## config.mk

```make
export PLATFORM = sky130hd
export DESIGN_NAME = scan_link_receiver
export DESIGN_NICKNAME = d
export VERILOG_FILES = /design/src/rtl/scan_link_pkg.sv /design/src/rtl/scan_link_sync.sv /design/src/rtl/scan_link_receiver.sv
export SDC_FILE = /design/constraint.sdc
export NUM_CORES = 1
export LEC_CHECK = 0
export BUFFER_PORTS_ARGS = -buffer_cell sky130_fd_sc_hd__clkbuf_2
export CAP_MARGIN = 20
export CORE_ASPECT_RATIO = 2
export CORE_UTILIZATION = 57
export DETAILED_ROUTE_END_ITERATION = 12
export GPL_TIMING_DRIVEN = 0
export PLACE_DENSITY = 0.8
export SLEW_MARGIN = 25
export SYNTH_ARGS = -nofsm -noshare
export SYNTH_HDL_FRONTEND = slang
export SYNTH_HIERARCHICAL = 1
export SYNTH_SLANG_ARGS = --single-unit
```

## constraint.sdc

```tcl
create_clock -name clk -period 5.85 [get_ports clk]
set_clock_uncertainty 0.1 [all_clocks]
set_input_delay 0.8775 -clock clk [delete_from_list [all_inputs] [get_ports clk]]
set_output_delay 0.8775 -clock clk [all_outputs]
set_load 0.02 [all_outputs]
```

## src/rtl/scan_link_pkg.sv

```systemverilog
// Shared definitions for the scanner serial link (receiver and transmitter).
package scan_link_pkg;

  // Command codes carried in a command byte.
  localparam logic [7:0] CMD_BUF80   = 8'd2;
  localparam logic [7:0] CMD_BUF90   = 8'd3;
  localparam logic [7:0] CMD_BUFFULL = 8'd4;
  localparam logic [7:0] CMD_DATA    = 8'd7;

  // Receiver framing state: command byte or payload byte expected next.
  typedef enum logic {
    CMD,
    DATA
  } state_t;

  // Peer buffer fill level as reported by the scanner.
  typedef enum logic [1:0] {
    PEER_NONE = 2'd0,
    PEER_80   = 2'd1,
    PEER_90   = 2'd2,
    PEER_FULL = 2'd3
  } peer_level_t;

endpackage

```

## src/rtl/scan_link_sync.sv

```systemverilog
// Two-flop synchronizer with a registered rising-edge detector.
module scan_link_sync (
  input  logic clk,
  input  logic rst,
  input  logic din,
  output logic dout,
  output logic rise
);

  logic sync1, sync2, sync2_q;

  // Synchronize the asynchronous input and keep one cycle of history for edge detection.
  always_ff @(posedge clk or posedge rst) begin
    // NOTE: sequential state uses non-blocking assignments so every flop samples pre-edge values.
    if (rst) begin
      sync1   <= 1'b0;
      sync2   <= 1'b0;
      sync2_q <= 1'b0;
    end else begin
      sync1   <= din;
      sync2   <= sync1;
      sync2_q <= sync2;
    end
  end

  assign dout = sync2;
  assign rise = sync2 & ~sync2_q;

endmodule

```

## src/rtl/scan_link_receiver.sv

```systemverilog
// Consumer side of the scanner serial link: bit assembly, command decode, payload capture.
import scan_link_pkg::*;

module scan_link_receiver #(
  parameter int TIMEOUT_CYCLES = 64,
  parameter int CNT_W          = 7
) (
  input  logic       clk,
  input  logic       rst,
  input  logic       serClkIn,
  input  logic       serDataIn,
  input  logic       dataAccept,
  output logic       readyForTransferOut,
  output logic       cmdValid,
  output logic [7:0] cmdCode,
  output logic       dataValid,
  output logic [7:0] dataByte,
  output logic [1:0] peerLevel,
  output logic       cmdErr,
  output logic       frameErr,
  output logic       overflow
);

  logic             ser_clk_rise;
  logic             ser_clk_s;
  logic             data_s1, data_s2;
  state_t           state_q, state_d;
  logic [2:0]       bit_cnt;
  logic [6:0]       shreg;
  logic [CNT_W-1:0] tmo_cnt;
  logic             byte_done, tmo_hit, tmo_run;
  logic [7:0]       rx_byte;
  peer_level_t      peer_q, peer_d;
  logic             cmd_valid_d, cmd_err_d, frame_err_d, data_valid_d, overflow_d;
  logic [7:0]       cmd_code_d, data_byte_d;

  // Clock line: synchronizer plus edge detect. The synchronized level itself is not needed.
  scan_link_sync u_clk_sync (
    .clk  (clk),
    .rst  (rst),
    .din  (serClkIn),
    .dout (ser_clk_s),
    .rise (ser_clk_rise)
  );

  // Data line: synchronizer only, aligned with the clock line's synchronized level.
  always_ff @(posedge clk or posedge rst) begin
    if (rst) begin
      data_s1 <= 1'b0;
      data_s2 <= 1'b0;
    end else begin
      data_s1 <= serDataIn;
      data_s2 <= data_s1;
    end
  end

  // Bytes arrive LSB first: shift in at the top, the 8th bit completes the byte directly.
  assign byte_done = ser_clk_rise && (bit_cnt == 3'd7);
  assign rx_byte   = {data_s2, shreg};
  assign tmo_run   = (bit_cnt != 3'd0) || (state_q == DATA);
  assign tmo_hit   = !ser_clk_rise && (tmo_cnt == CNT_W'(TIMEOUT_CYCLES));

  // Shift register, bit counter and mid-frame inactivity counter.
  always_ff @(posedge clk or posedge rst) begin
    // NOTE: the shift register is a small flop bank, so it is reset along with the control state.
    if (rst) begin
      shreg   <= '0;
      bit_cnt <= '0;
      tmo_cnt <= '0;
    end else if (ser_clk_rise) begin
      shreg   <= {data_s2, shreg[6:1]};
      bit_cnt <= bit_cnt + 3'd1;
      tmo_cnt <= '0;
    end else if (tmo_hit) begin
      bit_cnt <= '0;
      tmo_cnt <= '0;
    end else if (tmo_run) begin
      tmo_cnt <= tmo_cnt + CNT_W'(1);
    end else begin
      tmo_cnt <= '0;
    end
  end

  // Framing state register.
  always_ff @(posedge clk or posedge rst) begin
    if (rst) state_q <= CMD;
    else     state_q <= state_d;
  end

  // Next state and next output values: command decode, payload capture, handshake, abort.
  always_comb begin
    // NOTE: every target gets a default first so no path leaves a latch behind.
    state_d      = state_q;
    cmd_valid_d  = 1'b0;
    cmd_err_d    = 1'b0;
    frame_err_d  = 1'b0;
    cmd_code_d   = cmdCode;
    peer_d       = peer_q;
    data_valid_d = dataValid & ~dataAccept;
    data_byte_d  = dataByte;
    overflow_d   = overflow;
    if (byte_done) begin
      if (state_q == CMD) begin
        unique case (rx_byte)
          CMD_BUF80:   begin peer_d = PEER_80;   cmd_valid_d = 1'b1; cmd_code_d = rx_byte; end
          CMD_BUF90:   begin peer_d = PEER_90;   cmd_valid_d = 1'b1; cmd_code_d = rx_byte; end
          CMD_BUFFULL: begin peer_d = PEER_FULL; cmd_valid_d = 1'b1; cmd_code_d = rx_byte; end
          CMD_DATA:    begin state_d = DATA;     cmd_valid_d = 1'b1; cmd_code_d = rx_byte; end
          default:     cmd_err_d = 1'b1;
        endcase
      end else begin
        // A payload landing in the same cycle as an accept replaces the taken byte cleanly.
        data_byte_d  = rx_byte;
        data_valid_d = 1'b1;
        peer_d       = PEER_NONE;
        state_d      = CMD;
        if (dataValid && !dataAccept) overflow_d = 1'b1;
      end
    end else if (tmo_hit) begin
      state_d     = CMD;
      frame_err_d = 1'b1;
    end
  end

  // Registered outputs.
  always_ff @(posedge clk or posedge rst) begin
    if (rst) begin
      cmdValid  <= 1'b0;
      cmdErr    <= 1'b0;
      frameErr  <= 1'b0;
      cmdCode   <= 8'd0;
      peer_q    <= PEER_NONE;
      dataValid <= 1'b0;
      dataByte  <= 8'd0;
      overflow  <= 1'b0;
    end else begin
      cmdValid  <= cmd_valid_d;
      cmdErr    <= cmd_err_d;
      frameErr  <= frame_err_d;
      cmdCode   <= cmd_code_d;
      peer_q    <= peer_d;
      dataValid <= data_valid_d;
      dataByte  <= data_byte_d;
      overflow  <= overflow_d;
    end
  end

  assign peerLevel           = peer_q;
  assign readyForTransferOut = ~dataValid & ~rst;

  // The synchronized clock level is only consumed through its edge detector.
  logic unused_ok;
  assign unused_ok = ser_clk_s;

endmodule

```

; ---- Yosys cells after proc, flatten, opt, wreduce, memory -nomap -nowiden
; Index checks and enable logic that the tools add are counted.
[op_classes]
add_sub_neg = 2
eq_ne = 6
mux = 21
n_bitwise = 8
n_reduce_logical = 15
[ops]
columns = operator, n
row1 = $mux W7, 3
row2 = $eq A8 B2 Y1 const B, 2
row3 = $eq A8 B3 Y1 const B, 2
row4 = $mux W1, 14
row5 = $add A7 B1 Y7 const B, 1
row6 = $eq A7 B7 Y1 const B, 1
row7 = $mux W3, 2
row8 = $pmux W2 S3, 1
row9 = $reduce_and A3 Y1, 2
row10 = $not A1 Y1, 5
row11 = $reduce_and A2 Y1, 2
row12 = $reduce_bool A2 Y1, 2
row13 = $reduce_bool A4 Y1, 1
row14 = $reduce_or A4 Y1, 1
row15 = $add A3 B1 Y3 const B, 1
row16 = $and A1 B1 Y1, 3
row17 = $eq A3 B3 Y1 const B, 1
row18 = $logic_and A1 B1 Y1, 3
row19 = $reduce_bool A3 Y1, 1
row20 = $logic_not A1 Y1, 2
row21 = $mux W2, 1
row22 = $logic_or A1 B1 Y1, 1
[word_totals]
regBits = 46
in_bits = 5
output_inout_bits = 24

; ---- Logic depth before layout (Yosys ltp)
; Gate-level depths: netlist of run 1.
[depth]
depth_word = 6
mapped_depth = 6
ltp_nobuf = 6

; ---- Hierarchy
; The synthesis of run 1 kept the hierarchy.
[modules_own_cells]
columns = module, n_inst, cells_per_inst, area_each_um2
row1 = scan_link_receiver, 1, 142, 1789.2
row2 = scan_link_sync, 1, 5, 92.6

; ---- Worst setup path after synthesis of run 1
; Ideal clock, no wire load.
[synth_path]
kind = in2out
from = input rst
to = output readyForTransferOut
arrival_ns = 1.170
t_required_ns = 4.873
setup_slack_ns = 3.702
path_stages = 1
cell_sequence = nor2_1
[synth_via]
elab_chain_len = 2
[synth_lines]
columns = element, line_no
row1 = from (decl), scan_link_receiver.sv:9  ; input logic rst,
row2 = $not A1 Y1, scan_link_receiver.sv:149  ; assign readyForTransferOut = ~dataValid & ~rst;
row3 = $and A1 B1 Y1, scan_link_receiver.sv:149
row4 = to (decl), scan_link_receiver.sv:13  ; output logic readyForTransferOut,
; No other way between the ends.

; ---- Worst setup path after layout of run 1
[layout_path]
from = register shreg[4]
to = register cmdCode[1]
[layout_via]
elab_chain_len = 3
word_cells_on_any_way = 6
[layout_lines]
columns = element, line_no
row1 = from (decl), scan_link_receiver.sv:29  ; logic [6:0] shreg;
row2 = from (signal assigned), scan_link_receiver.sv:71  ; shreg <= {data_s2, shreg[6:1]};
row3 = $eq A8 B3 Y1 or $eq A8 B2 Y1 (tied branches), scan_link_receiver.sv:104  ; unique case (rx_byte)
row4 = $reduce_or A4 Y1 (no line) (*), -
row5 = $reduce_and A3 Y1 (no line) (*), -
row6 = to (signal assigned), scan_link_receiver.sv:140  ; cmdCode <= cmd_code_d;
row7 = to (decl), scan_link_receiver.sv:15  ; output logic [7:0] cmdCode,
; Every way passes the cells marked *; elsewhere a longest branch is shown, timed or not.
; A chain may end at the register's enable or synchronous reset.

==> flow_summary.json, run 1 <==
{
  "status": "finished, final reports clean",
  "postCtsHoldBufs": 0,
  "antenna_found_initial": 0,
  "dp_hpwl_mm": 2.30,
  "via_per_inst": 5.45,
  "initial_core_util_pct": 59.6,
  "drv_slew": 0,
  "grt_pass1_vias": 1279,
  "detail_route.wl_per_cell_um": 14.5,
  "placed_area_mm2": 0.00208,
  "finalWorstSetupSlack_ps": 3580,
  "hold_viol": 0,
  "htreeDepth": 2,
  "cp_top_family": "simple AND/OR/NAND/NOR gates",
  "cts_num_sinks": 46,
  "intPower_mw": 0.508,
  "cts_buffers": 5,
  "die_h_um": 83.3,
  "vias": 1171,
  "pwr-share-clk_pct": 26.6,
  "area_delta_synth_final_pct": 15.4,
  "clockBufferDepth": 2,
  "post_cts_buffers": 0,
  "synth_warnings": 6,
  "drive_above_1_share_pct": 35.3,
  "firstDrtPassIters": 4,
  "ant_nets": 0,
  "num-nets-final": 193,
  "tightest_slew_ps": 536,
  "cp_max_fo": 9,
  "cp.arrival_ps": 2350,
  "synth_cell_type_count": 31,
  "ir_drop_mv": 0.227,
  "num_antenna_cells": 0,
  "path_class": "reg -> reg",
  "insertion_delay_ps": 290,
  "syn_area_mm2": 0.00188,
  "total_power_mw": 0.717,
  "portBuffers": 28,
  "ys_ff_latch": 46,
  "cts_root_buf": "clkbuf_8",
  "r2r_cells": 4,
  "routed_wirelength_mm": 3.13,
  "start_kind": "flop",
  "seqPwrFrac_pct": 56.7,
  "pwr_density_cell_mw_per_mm2": 330,
  "cts.clk_slew.worst_paths_ps": 80,
  "die_area_mm2": 0.00355,
  "maxCapViolCount": 0,
  "synth_seq_area_share_pct": 61.2,
  "leakagePower_nw": 1.13,
  "final_area_mm2": 0.00217,
  "avgSynthCellArea_um2": 12.8,
  "cts_tree": "yes",
  "drc_errors": 0,
  "cts_resized": 0,
  "grt_pass1_wl_mm": 5.56,
  "path_cells": "or4_4 -> or2_4 -> a2111oi_4 -> mux2_2",
  "required_ps": 5930,
  "grt_use_total_pct": 20.7,
  "synth_cells": 147,
  "rsz0062_at_grt": "no",
  "worst-path-buf-inv": 0,
  "critPathLaunch": "shreg[4]",
  "cpPeakStageDelay_ps": 560,
  "place_congestion": 0.744,
  "tns_ps": 0,
  "overflow": 0,
  "grt_max_degree": 36,
  "endpoint_kind": "flop",
  "post-route-period-util_pct": 38.9,
  "worstReg2RegStart": "shreg[4]",
  "hold_class": "reg -> reg",
  "setup_viol": 0,
  "final_core_util_pct": 68.8,
  "comb_power_share_pct": 16.7,
  "reg2reg_to": "cmdCode[1]",
  "syn_nets": 157,
  "layout.cells.non_filler": 215,
  "crit_path_end": "cmdCode[1]",
  "holdWs_ps": 259,
  "first_iter_violations": 19,
  "core_region_area_mm2": 0.00316,
  "cp_slowest_cell": "or4_4",
  "r2r_slack_ps": 3580,
  "sw_frac_of_total_pct": 29.1,
  "num_io_pins": 29,
  "die_width_um": 42.6,
  "finalCriticalPeriod_ps": 2270,
  "max-slew-margin-rel_pct": 64.2,
  "fp-row-count": 29,
  "dp_slack_ps": 3560,
  "place_inst": 207,
  "power.switching_mw": 0.209,
  "fmax_mhz": 440,
  "critical_path_depth": 4
}
==> cells by family (layout without fill, tap and decap cells) <==
kind of cell | Yosys count | count (layout) | share of synthesized area [%]
DFF | 46 | 46 | 61.2
and+or+nand+nor | 46 | 46 | 13.4
AOI/OAI and AO/OA | 17 | 17 | 6.72
muxes | 17 | 17 | 10.1
buffers and inverters | 11 | 48 | 2.99
adders and majority gates | 5 | 5 | 3.32
xor gates and xnor gates | 5 | 5 | 2.33
==> synth_stat cells <==
cell / number / area, um2
a2111oi_4: 1 / 27.5
a211oi_1: 1 / 7.51
a21oi_1: 2 / 10.0
a22o_1: 1 / 8.76
a32o_1: 1 / 10.0
and2b_2: 5 / 43.8
and3_1: 2 / 12.5
buf_6: 2 / 22.5
clkbuf_1: 2 / 7.51
dfrtp_1: 46 / 1150
ha_1: 5 / 62.6
inv_1: 7 / 26.3
mux2_2: 16 / 180
mux2i_1: 1 / 10.0
nand2_1: 13 / 48.8
nand2b_1: 2 / 12.5
nand3_1: 4 / 20.0
nand4_1: 1 / 6.26
nor2_1: 11 / 41.3
nor2b_1: 1 / 6.26
nor2b_4: 1 / 13.8
nor3_1: 1 / 5.00
nor4_1: 2 / 12.5
o21a_1: 1 / 7.51
o21ai_0: 8 / 40.0
o21bai_1: 2 / 15.0
or2_4: 1 / 8.76
or3b_2: 1 / 8.76
or4_4: 1 / 11.3
xnor2_1: 3 / 26.3
xor2_1: 2 / 17.5
==> registers in the layout (all words and copies together), names as in the netlist, 2 cells and up <==
| signal | cells |
|---|---|
| cmdCode | 8 |
| dataByte | 8 |
| shreg | 7 |
| tmo_cnt | 7 |
| bit_cnt | 3 |
| peerLevel | 2 |
==> per-layer routing <==
metal / GRT usage (%) / share of wire, % / up-vias
li1: - / - / 563
met1: 21.3 / 37 / 574
met2: 36.4 / 58 / 25
met3: 5.43 / 3.0 / 9
met4: 10.5 / 2.5 / 0
met5: 0 / 0 / -
==> worst min path at each step <==
stage,to,cells after the start,from,slack (ps)
after global placement,data_s2,0,data_s1,230
after CTS,u_clk_sync/dout,0,u_clk_sync/sync1,270
after detailed placement,u_clk_sync/dout,0,u_clk_sync/sync1,240
after floorplan,data_s2,0,data_s1,230
after global routing,u_clk_sync/dout,0,u_clk_sync/sync1,270
final,u_clk_sync/dout,0,u_clk_sync/sync1,260
==> cell usage in the layout (no fill, tap or decap), types with 2 or more instances in the layout <==
cell	instances
ha_1	5
clkbuf_8	6
clkbuf_2	28
a21oi_1	2
mux2_2	16
nor2_1	11
dfrtp_1	46
nand2_1	13
inv_1	6
and3_1	2
o21ai_0	8
xnor2_1	3
buf_6	2
o21bai_1	2
and2b_2	5
nand2b_1	2
nor4_1	2
clkbuf_1	3
nand3_1	4
xor2_1	2
==> worst reg2reg max path, stage by stage (launching register included) <==
cell	delay (ps)
dfrtp_1	410
or4_4	570
or2_4	260
a2111oi_4	430
mux2_2	400
==> final cells by class <==
class,instances,area [um2]
Fill cell,241,985
Sequential cell,46,1150
Clock buffer,7,86.3
Tap cell,31,38.8
Clock inverter,1,5.00
Buffer,4,30.0
Multi-Input combinational cell,90,674
Timing Repair Buffer,29,160
Inverter,7,26.3
==> power by group through the flow <==
stage | Sequential, mW | Clock [mW] | Combinational [mW]
3_3_place_gp | 0.408 | 0 | 0.111
6_report | 0.406 | 0.191 | 0.120
5_1_grt | 0.413 | 0.209 | 0.139
3_5_place_dp | 0.411 | 0 | 0.121
2_1_floorplan | 0.399 | 0 | 0.0930
4_1_cts | 0.406 | 0.200 | 0.123
Power figures use the tool's default switching activity.
==> run 2, diff against run 1 <==
Settings changed: ABC_AREA from default to 1, CORE_UTILIZATION 57 to 50, PLACE_DENSITY 0.8 to 0.74.
Clock period 5.85 ns to 2.07 ns, I/O delays scaled along.
==> flow_summary.json, run 2 <==
{
  "place_inst": 281,
  "worst_hold_path.endpoint": "data_s1",
  "worstReg2RegStart": "bit_cnt[0]",
  "vias": 1402,
  "start_kind": "primary input",
  "ant_nets": 0,
  "postCtsHoldBufs": 1,
  "layout.cells.most_common": "dfrtp_1",
  "reg2reg_to": "dataByte[7]",
  "tns_ps": 0,
  "antenna_found_initial": 0,
  "core_region_area_mm2": 0.00368,
  "syn_nets": 213,
  "most-common-layout-cells": "dfrtp_1 (46), nand2_1 (43), clkbuf_2 (28), inv_1 (24), nor2_1 (18)",
  "initial_core_util_pct": 52.9,
  "die_area_mm2": 0.00416,
  "cts_buffers": 5,
  "num_io_pins": 29,
  "path_class": "in -> out",
  "synth_warnings": 6,
  "dp_hpwl_mm": 2.58,
  "synth_flop_cell": "dfrtp_1",
  "grt_pass1_wl_mm": 5.97,
  "detail_route.wl_per_cell_um": 11.4,
  "num_antenna_cells": 0,
  "pwr_density_cell_mw_per_mm2": 843,
  "drc_errors": 0,
  "hold_viol": 0,
  "firstDrtPassIters": 4,
  "synth_area_leaders": "dfrtp_1 (59%), nand2_1 (8.3%), inv_1 (4.8%)",
  "synthTopCellsByCount": "dfrtp_1 (46), nand2_1 (43), inv_1 (25)",
  "cp.arrival_ps": 1250,
  "r2r_cells": 7,
  "layout.cells.non_filler": 291,
  "post-route-period-util_pct": 80.0,
  "insertion_delay_ps": 300,
  "via_per_inst": 4.82,
  "synth_seq_area_share_pct": 59.1,
  "status": "finished, final reports clean",
  "portBuffers": 28,
  "required_ps": 1660,
  "synth_cell_type_count": 24,
  "synth_cells": 203,
  "htreeDepth": 2,
  "area_delta_synth_final_pct": 18.2,
  "top_regs": "cmdCode (8), dataByte (8)",
  "maxCapViolCount": 0,
  "syn_area_mm2": 0.00195,
  "die_width_um": 46.1,
  "rsz0062_at_grt": "no",
  "whs_path_depth": 1,
  "ir_drop_mv": 0.549,
  "hold_class": "in -> reg",
  "first_iter_violations": 7,
  "place_congestion": 0.869,
  "die_h_um": 90.3,
  "cts_root_buf": "clkbuf_8",
  "cts_tree": "yes",
  "grt_pass1_vias": 1369,
  "cts_resized": 0,
  "endpoint_kind": "primary output",
  "synth_edf_count": 0,
  "clockBufferDepth": 2,
  "synth_top_cell_by_area": "dfrtp_1",
  "yosys.area.top_type_share_pct": 59.1,
  "yosysMostFrequentCell": "dfrtp_1",
  "fmax_mhz": 604,
  "cts.clk_slew.worst_paths_ps": 80,
  "holdCritStartpoint": "serDataIn",
  "post_cts_buffers": 0,
  "cts_num_sinks": 46,
  "max-slew-margin-rel_pct": 61.5,
  "avgSynthCellArea_um2": 9.60,
  "overflow": 0,
  "routed_wirelength_mm": 3.32,
  "grt_use_total_pct": 19.8,
  "r2r_slack_ps": 510,
  "finalCriticalPeriod_ps": 1660,
  "synthArstFlopShare_pct": 100,
  "fp-row-count": 31,
  "grt_max_degree": 27,
  "leakagePower_nw": 1.24,
  "cp_max_fo": 3,
  "drv_slew": 0,
  "setup_viol": 0,
  "drive_above_1_share_pct": 28.5,
  "tightest_slew_ps": 576,
  "num-nets-final": 251,
  "ys_ff_latch": 46
}
[run 2: cell count changes after synthesis, sizes merged, moves of 5 or more]
cell | before | now
inv | 7 | 33
nand2 | 13 | 50
and2b | 5 | 0
nand3 | 4 | 12
nor2 | 11 | 28
o21ai | 8 | 18
mux2 | 16 | 0
[run 2: final cells by class]
type                            count  area, um2
Buffer                              4       20.0
Clock buffer                        7       96.3
Clock inverter                      1       8.76
Fill cell                         339       1380
Inverter                           33        129
Multi-Input combinational cell    120        648
Sequential cell                    46       1150
Tap cell                           49       61.3
Timing Repair Buffer               31        188
[run 2: routing by layer]
| layer | wire length (um) | track usage [%] | vias up |
|---|---|---|---|
| li1 | - | - | 694 |
| met1 | 1220 | 20.2 | 675 |
| met2 | 1940 | 35.1 | 25 |
| met3 | 86 | 4.60 | 8 |
| met4 | 76 | 9.07 | 0 |
| met5 | 0 | 0 | - |
[run 2: cell families (layout without fill, tap and decap cells)]
family          Yosys count  after routing  synth area share [%]
buf+inv                  37             76                  7.64
flops                    46             46                  59.1
simple gates             92             92                  23.6
compound gates           21             21                  5.59
xor+xnor                  2              2                 0.899
fa+ha+maj                 5              5                  3.21
[run 2: worst max-delay path by stage]
stage,start,endpoint,slack (ps),cells after the start
2_1_floorplan,rst,bit_cnt[0],660,1
3_3_place_gp,rst,cmdCode[1],90,2
3_5_place_dp,bit_cnt[0],dataByte[7],510,7
4_1_cts,rst,readyForTransferOut,420,4
5_1_grt,rst,readyForTransferOut,370,4
6_report,rst,readyForTransferOut,410,4
[run 2: stage by stage]
stage	total power, mW	hold WS [ps]	area (um2)	setup slack, ps	utilization (%)
after floorplan	1.29	-35.9	1950	657	-
after global routing	2.07	4.75	2300	369	62.5
after CTS	1.97	2.29	2290	424	62.2
after detailed placement	1.37	106	2180	512	59.1
after global placement	1.35	84.4	2150	92.8	58.3
final	1.94	14.3	2300	414	62.5
[run 2: critical path: stages]
cell and delay, ps:
dlygate4sd3_1 540, clkbuf_2 130, nor2_1 100, clkbuf_2 170
[run 2: power by group]
part           internal [mW]  switching [mW]  leakage (nW)
registers              0.978          0.0608         0.615
clock network          0.306           0.289        0.0544
logic                  0.112           0.194         0.573
==> run 3, diff against run 2 <==
Clock period 2.07 ns to 1.5 ns, I/O delays scaled along.
==> flow_summary.json, run 3 (synthesis results as in run 2) <==
{
  "status": "finished, final reports clean",
  "firstDrtPassIters": 4,
  "path_cells": "ha_2 -> ha_2 -> nand2_4 -> nor2_2 -> inv_2 -> buf_4 -> nand2_1 -> o21ai_0",
  "die_width_um": 46.1,
  "grt_max_degree": 27,
  "cts_buffers": 5,
  "cp_top_family": "flip-flops",
  "dp_hpwl_mm": 2.58,
  "overflow": 0,
  "insertion_delay_ps": 300,
  "path_class": "reg -> reg",
  "die_area_mm2": 0.00416,
  "cts_root_buf": "clkbuf_8",
  "drc_errors": 0,
  "portBuffers": 28,
  "most-common-layout-cells": "dfrtp_1 (46), nand2_1 (43), clkbuf_2 (26), inv_1 (23), nor2_1 (17)",
  "clockBufferDepth": 2,
  "grt_use_total_pct": 20.0,
  "cts_num_sinks": 46,
  "core_region_area_mm2": 0.00368,
  "tns_ps": 0,
  "ant_nets": 0,
  "initial_core_util_pct": 52.9,
  "finalCriticalPeriod_ps": 1460,
  "htreeDepth": 2,
  "pwr_density_cell_mw_per_mm2": 1150,
  "drv_slew": 0,
  "fp-row-count": 31,
  "via_per_inst": 4.83,
  "tightest_slew_ps": 578,
  "first_iter_violations": 14,
  "place_congestion": 0.869,
  "grt_pass1_wl_mm": 6.04,
  "fmax_mhz": 685,
  "maxCapViolCount": 0,
  "num_io_pins": 29,
  "cp_max_fo": 5,
  "top_regs": "cmdCode (8), dataByte (8)",
  "setup_viol": 0,
  "max-slew-margin-rel_pct": 61.4,
  "detail_route.wl_per_cell_um": 11.9,
  "area_delta_synth_final_pct": 21.6,
  "routed_wirelength_mm": 3.52,
  "leakagePower_nw": 1.27,
  "critPathMostFrequentCell": "ha_2",
  "num-nets-final": 256,
  "ir_drop_mv": 0.802,
  "post-route-period-util_pct": 97.3,
  "hold_class": "in -> reg",
  "final_core_util_pct": 64.3,
  "num_antenna_cells": 0,
  "antenna_found_initial": 0,
  "drive_above_1_share_pct": 31.2,
  "start_kind": "flop",
  "required_ps": 1590,
  "worst-path-buf-inv": 2,
  "cpPeakStageDelay_ps": 360,
  "cts_tree": "yes",
  "vias": 1430,
  "layout.cells.most_common": "dfrtp_1",
  "hold_viol": 0,
  "endpoint_kind": "flop",
  "cp.arrival_ps": 1550,
  "cts.clk_slew.worst_paths_ps": 90,
  "cp_slowest_cell": "dfrtp_1",
  "die_h_um": 90.3,
  "grt_pass1_vias": 1393
}
==> run 3: path summary, 6_finish.rpt <==
check,slack [ps],depth (start not counted),end,start
worst max-delay path,40,8,dataByte[3],bit_cnt[0]
worst min-delay path,80,4,dataValid,dataAccept
worst max register to register,40,8,dataByte[3],bit_cnt[0]
worst min register to register,270,0,data_s2,data_s1
max in group asynchronous,440,3,cmdCode[2],rst
min in group asynchronous,190,2,u_clk_sync/sync2_q,rst
==> run 3: worst register-to-register path, cell delays in order, from the launching register on <==
cell and delay (ps):
dfrtp_1 360, ha_2 170, ha_2 190, nand2_4 80, nor2_2 120, inv_2 70, buf_4 150, nand2_1 50
o21ai_0 70
==> run 3: layout make-up <==
cell class | count | area, um2
Buffer | 4 | 35.0
Clock buffer | 7 | 96.3
Fill cell | 331 | 1320
Clock inverter | 1 | 8.76
Tap cell | 49 | 61.3
Multi-Input combinational cell | 120 | 656
Timing Repair Buffer | 36 | 233
Inverter | 33 | 129
Sequential cell | 46 | 1150
==> run 3: power by group <==
part | internal [mW] | switching (mW) | leakage, nW
clock | 0.422 | 0.410 | 0.0544
combinational | 0.185 | 0.282 | 0.600
sequential | 1.35 | 0.0850 | 0.615
total | 1.96 | 0.777 | 1.27
==> run 3: what timing repair did <==
| item | in CTS | in global routing |
|---|---|---|
| resized for setup | 4 | 10 |
| pin swaps | 1 | 3 |
| endpoints found under the setup margin | 12 | 16 |
| buffers inserted | 0 | 3 |
| gates cloned | 0 | 2 |
| endpoints found under the hold margin | 30 | 0 |
| hold buffers | 3 | 0 |
==> run 3: metrics by stage <==
stage               hold slack (ps)  power, mW  setup slack [ps]  cells  instance area [um2]
floorplan                      -121       1.77               101    203                 1950
global placement              -1.08       1.86              -392    280                 2150
detailed placement             20.6       1.89             -58.2    281                 2180
CTS                            72.6       2.72              6.77    292                 2320
global route                   99.9       2.90             -27.3    296                 2370
finish                         76.2       2.73              40.6    296                 2370
==> run 3: per-layer routing <==
layer,global-route usage (%),up-vias,share of wire (%)
li1,-,706,-
met1,20.5,684,36
met2,34.9,32,58
met3,4.80,8,3.0
met4,10.0,0,2.8
met5,0,-,0
